**config.mk**
```make
export PLATFORM = sky130hd
export DESIGN_NAME = systolic_seq_ctrl_flat
export DESIGN_NICKNAME = d
export VERILOG_FILES = /design/src/rtl/systolic_seq_ctrl_if.sv /design/src/rtl/systolic_seq_ctrl.sv /design/src/flat_wrapper.sv
export SDC_FILE = /design/constraint.sdc
export NUM_CORES = 1
export LEC_CHECK = 0
export BUFFER_PORTS_ARGS = -buffer_cell sky130_fd_sc_hd__buf_4
export CAP_MARGIN = 20
export CELL_PAD_IN_SITES_DETAIL_PLACEMENT = 0
export CELL_PAD_IN_SITES_GLOBAL_PLACEMENT = 2
export CORE_AREA = 2 2 80 158
export DETAILED_ROUTE_END_ITERATION = 12
export DIE_AREA = 0 0 82 160
export GPL_TIMING_DRIVEN = 1
export PLACE_DENSITY = 0.95
export SYNTH_ARGS = -nofsm -noshare
export SYNTH_HDL_FRONTEND = slang
export SYNTH_SLANG_ARGS = --single-unit
```
**constraint.sdc**
```tcl
create_clock -name clk -period 14.3 [get_ports clk]
set_input_delay 0.715 -clock clk [delete_from_list [all_inputs] [get_ports clk]]
set_output_delay 0.715 -clock clk [all_outputs]
set_load 0.02 [all_outputs]
```
**src/rtl/systolic_seq_ctrl_if.sv**
```systemverilog
// Handshake/bus bundle between a job issuer and the systolic array sequencer.
// master = job issuer, slave = sequencer.
interface systolic_seq_ctrl_if #(
  parameter int N  = 4,
  parameter int AW = 8
);
  logic                 start;
  logic                 abort;
  logic [AW-1:0]        num_rows;
  logic                 busy;
  logic                 done;
  logic [$clog2(N)-1:0] w_rd_addr;
  logic [N-1:0]         wt_row_we;
  logic                 x_rd_en;
  logic [AW-1:0]        x_rd_addr;
  logic [N-1:0]         data_valid;
  logic                 can_use;
  logic [2:0]           state_o;

  modport master (
    output start, abort, num_rows,
    input  busy, done, w_rd_addr, wt_row_we, x_rd_en, x_rd_addr,
           data_valid, can_use, state_o
  );

  modport slave (
    input  start, abort, num_rows,
    output busy, done, w_rd_addr, wt_row_we, x_rd_en, x_rd_addr,
           data_valid, can_use, state_o
  );
endinterface

```
**src/rtl/systolic_seq_ctrl.sv**
```systemverilog
// Sequencer for an NxN weight-stationary systolic array: loads weights row by
// row, streams M skewed X vectors, drains the pipeline and pulses done.
module systolic_seq_ctrl #(
  parameter int N  = 4,
  parameter int AW = 8
) (
  input  logic             clk,
  input  logic             rst,
  systolic_seq_ctrl_if.slave bus
);
  localparam int WA = $clog2(N);
  // Wide enough for M+N-1 with M=2^AW-1 and N up to 16.
  localparam int CW = AW + 6;

  localparam logic [2:0] IDLE   = 3'd0;
  localparam logic [2:0] LOAD_W = 3'd1;
  localparam logic [2:0] FEED   = 3'd2;
  localparam logic [2:0] DRAIN  = 3'd3;
  localparam logic [2:0] DONE   = 3'd4;

  logic [2:0]    state, state_n;
  logic [CW-1:0] cnt, cnt_n;
  logic [AW-1:0] m_lat, m_n;

  logic          busy_q, busy_n;
  logic          done_q, done_n;
  logic [WA-1:0] w_rd_addr_q, w_rd_addr_n;
  logic [N-1:0]  wt_row_we_q, wt_row_we_n;
  logic          x_rd_en_q, x_rd_en_n;
  logic [AW-1:0] x_rd_addr_q, x_rd_addr_n;
  logic [N-1:0]  data_valid_q, data_valid_n;
  logic          can_use_q, can_use_n;
  logic [CW-1:0] m_ext;

  always_comb begin
    state_n = state;
    cnt_n   = cnt;
    m_n     = m_lat;
    case (state)
      IDLE: begin
        if (bus.start && !bus.abort) begin
          cnt_n = '0;
          if (bus.num_rows != '0) begin
            m_n     = bus.num_rows;
            state_n = LOAD_W;
          end else begin
            state_n = DONE;
          end
        end
      end
      LOAD_W: begin
        if (cnt == CW'(N - 1)) begin
          state_n = FEED;
          cnt_n   = '0;
        end else begin
          cnt_n = cnt + CW'(1);
        end
      end
      FEED: begin
        if (cnt == CW'(m_lat) + CW'(N - 1)) begin
          state_n = DRAIN;
          cnt_n   = '0;
        end else begin
          cnt_n = cnt + CW'(1);
        end
      end
      DRAIN: begin
        if (cnt == CW'(N)) begin
          state_n = DONE;
          cnt_n   = '0;
        end else begin
          cnt_n = cnt + CW'(1);
        end
      end
      DONE: begin
        state_n = IDLE;
      end
      default: begin
        state_n = IDLE;
        cnt_n   = '0;
      end
    endcase
    if (bus.abort && state != IDLE) begin
      state_n = IDLE;
      cnt_n   = '0;
    end
  end

  // Outputs are decoded from the next state so they are registered yet aligned
  // with the state they describe.
  always_comb begin
    m_ext        = CW'(m_n);
    busy_n       = (state_n != IDLE);
    done_n       = (state_n == DONE);
    w_rd_addr_n  = '0;
    wt_row_we_n  = '0;
    x_rd_en_n    = 1'b0;
    x_rd_addr_n  = '0;
    data_valid_n = '0;
    case (state_n)
      LOAD_W: begin
        w_rd_addr_n = cnt_n[WA-1:0];
        wt_row_we_n = {{(N-1){1'b0}}, 1'b1} << cnt_n[WA-1:0];
      end
      FEED: begin
        if (cnt_n < m_ext) begin
          x_rd_en_n   = 1'b1;
          x_rd_addr_n = cnt_n[AW-1:0];
        end else begin
          x_rd_addr_n = x_rd_addr_q;
        end
        // Row i sees data one cycle after the read plus i cycles of skew.
        for (int i = 0; i < N; i++) begin
          data_valid_n[i] = (cnt_n > CW'(i)) && ((cnt_n - CW'(i + 1)) < m_ext);
        end
      end
      default: ;
    endcase
    can_use_n = data_valid_n[0];
  end

  always_ff @(posedge clk or posedge rst) begin
    if (rst) begin
      state        <= IDLE;
      cnt          <= '0;
      m_lat        <= '0;
      busy_q       <= 1'b0;
      done_q       <= 1'b0;
      w_rd_addr_q  <= '0;
      wt_row_we_q  <= '0;
      x_rd_en_q    <= 1'b0;
      x_rd_addr_q  <= '0;
      data_valid_q <= '0;
      can_use_q    <= 1'b0;
    end else begin
      state        <= state_n;
      cnt          <= cnt_n;
      m_lat        <= m_n;
      busy_q       <= busy_n;
      done_q       <= done_n;
      w_rd_addr_q  <= w_rd_addr_n;
      wt_row_we_q  <= wt_row_we_n;
      x_rd_en_q    <= x_rd_en_n;
      x_rd_addr_q  <= x_rd_addr_n;
      data_valid_q <= data_valid_n;
      can_use_q    <= can_use_n;
    end
  end

  assign bus.busy       = busy_q;
  assign bus.done       = done_q;
  assign bus.w_rd_addr  = w_rd_addr_q;
  assign bus.wt_row_we  = wt_row_we_q;
  assign bus.x_rd_en    = x_rd_en_q;
  assign bus.x_rd_addr  = x_rd_addr_q;
  assign bus.data_valid = data_valid_q;
  assign bus.can_use    = can_use_q;
  assign bus.state_o    = state;
endmodule

```
**src/flat_wrapper.sv**
```systemverilog
// flat-port wrapper written by rule: the top's interface ports become plain ports
module systolic_seq_ctrl_flat 
#(
  parameter int N  = 4,
  parameter int AW = 8
)
  (clk, rst, bus_start, bus_abort, bus_num_rows, bus_busy, bus_done, bus_w_rd_addr, bus_wt_row_we, bus_x_rd_en, bus_x_rd_addr, bus_data_valid, bus_can_use, bus_state_o);
  systolic_seq_ctrl_if #(.N(N), .AW(AW)) bus_i ();
  input  logic clk;
  input  logic rst;
  input wire logic [$bits(bus_i.start)-1:0] bus_start;
  input wire logic [$bits(bus_i.abort)-1:0] bus_abort;
  input wire logic [$bits(bus_i.num_rows)-1:0] bus_num_rows;
  output wire logic [$bits(bus_i.busy)-1:0] bus_busy;
  output wire logic [$bits(bus_i.done)-1:0] bus_done;
  output wire logic [$bits(bus_i.w_rd_addr)-1:0] bus_w_rd_addr;
  output wire logic [$bits(bus_i.wt_row_we)-1:0] bus_wt_row_we;
  output wire logic [$bits(bus_i.x_rd_en)-1:0] bus_x_rd_en;
  output wire logic [$bits(bus_i.x_rd_addr)-1:0] bus_x_rd_addr;
  output wire logic [$bits(bus_i.data_valid)-1:0] bus_data_valid;
  output wire logic [$bits(bus_i.can_use)-1:0] bus_can_use;
  output wire logic [$bits(bus_i.state_o)-1:0] bus_state_o;
  assign bus_i.start = bus_start;
  assign bus_i.abort = bus_abort;
  assign bus_i.num_rows = bus_num_rows;
  assign bus_busy = bus_i.busy;
  assign bus_done = bus_i.done;
  assign bus_w_rd_addr = bus_i.w_rd_addr;
  assign bus_wt_row_we = bus_i.wt_row_we;
  assign bus_x_rd_en = bus_i.x_rd_en;
  assign bus_x_rd_addr = bus_i.x_rd_addr;
  assign bus_data_valid = bus_i.data_valid;
  assign bus_can_use = bus_i.can_use;
  assign bus_state_o = bus_i.state_o;
  systolic_seq_ctrl #(.N(N), .AW(AW)) u_core (.clk(clk), .rst(rst), .bus(bus_i));
endmodule
```
==> out/results.txt <==
Synth Area per Inst - 8.225 um2
worst slew pin tran - 996.5 ps
Post-synth top cells - nand2_1, dfrtp_1, ha_1, nor2_1, a21oi_1
largest family of logic cells by synthesized area - simple AND/OR/NAND/NOR gates
syn nets - 623
endpoint type of the worst setup path - register
cell count after placement - 725
Synth cell types - 76
PnR Total Power - 1.070 mW
core area - 0.01198 mm2
Overflow after GRT - 0
CP Launch Type - register
DIE AREA - 0.01312 mm2
Mapped Cells - 565
top-count cell post-synth - nand2_1
largest net degree at the start of global routing - 47
Synth area leaders - dfrtp_1, ha_1, xnor2_1, nand2_1, nor2_1
width of the chip - 82 um
Area Overhead vs Synth - 11.20%
yosys warns - 0
number of synthesized flops with an enable pin - 0
multiplexer share of the synthesized area - 1.750%
Post-Place Setup Slack - 8342 ps
hpwl dp - 10960 um
Max Freq - 166.0 MHz
Die Ht - 160 um
top-area cell type share of the netlist area - 24.77%
P per Cell Area - 207.1 mW/mm2
maximum fanout along the worst path - 14
drt initial violations - 278
Setup CP Type - reg2reg
Synth Area in XOR/XNOR - 7.916%
Post-Layout Cell Count - 734
Root Driver - clkbuf_16
first-pass GRT wire length - 22410 um
worst vdd ir - 0.09991 mV
cell type with the largest total area after synthesis - dfrtp_1
hold buffers post-CTS - 0
CTS tree - built
outcome - finished, final reports clean
H-tree lvl count - 2
met2 wire length - 7310 um
clk slew on worst S/H paths - 70 ps
Seq/Total Area, Yosys - 24.77%
CP Data Required Time - 14510 ps
Final Max Slew Viols - 0
top-level I/O count - 37
Total GRT Usage - 22.47%
first drt pass iteration count - 5
Async SR Flop Fraction - 100.0%
FF+latch count, synth - 46
Placement Rows - 57
fin util - 43.13%
worst-skew pair later-pin latency - 310 ps
slew margin rel. - 32.66%
Synth Area in Adders - 12.39%
setup bufs post-CTS - 0
Reg area - 0.001151 mm2
CP max-delay cell - or4_1
crit path DAT - 6230 ps
max-cap check violation count - 0
most used cell, CP - ha_1
Static Leak - 2.331 nW
uppermost layer routed - met4
area of the multi-input gates - 0.003227 mm2
setup TNS - 0 ps
M1 WL - 6046 um
DRT antenna net count - 0
Via Count - 4400
Finish-stage setup viols - 0
routability cong. - 0.8846
Routed WL - 14360 um
HP Class - in2async
Post-Synth Simple-Gate Area - 24.42%
fin worst setup slack - 8278 ps
final hold vios - 0
clk buf depth - 2
fin crit share - 42.11%
initial core utilization - 38.78%
RSZ-0062 raised after global routing - no
final routed DRC violation total - 0
CTS Buf Count - 5
Main synth FF type - dfrtp_1
fillcell total - 1206
ANT cells - 0
Port Buf Inserts - 36
routed wl met3 - 608 um
WL/cell - 19.57 um
Hold WS - 402.1 ps
mapped cell area - 0.004647 mm2
Worst Skew - 10.61 ps
Compound-Gate Fraction of Synth Area - 22.97%
number of global-route vias before repair - 4121
placed cell area - 0.004997 mm2
DR vias/cell - 5.995
sequence of cells on the critical path - or4_4, nor4_2, nand4_1, or4_1, a22oi_4, nor2_1, a221oi_4, ha_1, o21a_1, o41ai_1, a21oi_2, nand2_1, xnor2_1, ha_1, a21o_1, a211o_1, a2111o_1, nor4_1
cell area after layout - 0.005167 mm2
post-route minimum period - 6022 ps
share of cells above drive strength 1 - 13.29%
Nets - 644
antenna violations before repair - 0
CTS resizes - 0
critical path's largest stage delay - 770 ps
# clock sinks - 46
worst max-delay path: cells and delay by family, from the launching register on:
kind	cells	cell delay (ps)
flops	1	470
xor+xnor	1	140
simple gates	7	2250
compound gates	8	2350
fa+ha+maj	2	700
cell type report:
class / count / area share (%)
well taps: 147 / 3.559
repair buffers: 43 / 6.489
inverters: 32 / 2.324
clock buffers: 5 / 2.421
flip-flops and latches: 46 / 22.28
multi-input cells: 458 / 62.45
clock inverters: 3 / 0.4843
power by group:
part / internal (mW) / switching [mW] / leakage (nW) / total (mW)
Combinational: 0.310 / 0.443 / 1.64 / 0.753
Sequential: 0.155 / 0.0402 / 0.621 / 0.195
Clock: 0.0658 / 0.0563 / 0.0704 / 0.122
layer usage:
| layer | global-route usage (%) | vias to the layer above |
|---|---|---|
| li1 | - | 2099 |
| met1 | 28.70 | 2129 |
| met2 | 38.40 | 138 |
| met3 | 2.429 | 34 |
| met4 | 7.576 | 0 |
| met5 | 0 | - |
state kept, by name, indices dropped and copies added (netlist names):
name,flops
u_core.bus.wt_row_we,4
u_core.cnt,14
u_core.bus.x_rd_addr,8
u_core.bus.state_o,3
u_core.bus.x_rd_en,1
u_core.bus.data_valid,4
u_core.bus.done,1
u_core.bus.busy,1
u_core.bus.w_rd_addr,2
u_core.m_lat,8
kinds of logic (layout without fill, tap and decap cells):
| family | Yosys count | after routing |
|---|---|---|
| simple gates | 214 | 214 |
| compound gates | 148 | 148 |
| buf+inv | 61 | 83 |
| fa+ha+maj | 46 | 46 |
| flops | 46 | 46 |
| xor+xnor | 42 | 42 |
| mux | 8 | 8 |
worst paths after layout:
path	from	endpoint	slack (ps)	depth (start not counted)
worst max-delay path	u_core.cnt[9]$_DFF_PP0_	u_core.bus.data_valid[1]$_DFF_PP0_	8280	18
worst min-delay path	rst	u_core.m_lat[3]$_DFF_PP0_	400	2
worst max register to register	u_core.cnt[9]$_DFF_PP0_	u_core.bus.data_valid[1]$_DFF_PP0_	8280	18
worst min register to register	u_core.bus.x_rd_addr[0]$_DFFE_PP0P_	u_core.bus.x_rd_addr[0]$_DFFE_PP0P_	530	2
max in group asynchronous	rst	u_core.cnt[10]$_DFF_PP0_	13400	3
min in group clk	u_core.bus.x_rd_addr[0]$_DFFE_PP0P_	u_core.bus.x_rd_addr[0]$_DFFE_PP0P_	530	2
cells in the final DEF (no fill, tap or decap), drive strengths merged, types with 3 or more instances in the layout:
cell type | synthesis | routed
nand4 | 10 | 10
a31oi | 8 | 8
o211a | 3 | 3
nor3b | 6 | 6
nor3 | 16 | 16
nand2b | 8 | 8
o21a | 6 | 6
o21ai | 26 | 26
ha | 46 | 46
o22ai | 3 | 3
clkbuf | 19 | 5
o211ai | 4 | 4
a21boi | 3 | 3
a21o | 9 | 9
nor4 | 4 | 4
xnor2 | 30 | 30
buf | 10 | 43
o31ai | 7 | 7
or3 | 7 | 7
mux2i | 7 | 7
nand3 | 22 | 22
a21oi | 36 | 36
inv | 31 | 32
and2 | 11 | 11
a211oi | 4 | 4
a22oi | 10 | 10
o2bb2ai | 3 | 3
and4 | 4 | 4
a211o | 3 | 3
nand2 | 50 | 50
or4b | 3 | 3
or2 | 3 | 3
and3 | 4 | 4
xor2 | 12 | 12
nor2 | 46 | 46
or4 | 6 | 6
nor2b | 6 | 6
dfrtp | 46 | 46
No activity file was read; power rests on OpenSTA's default activity.
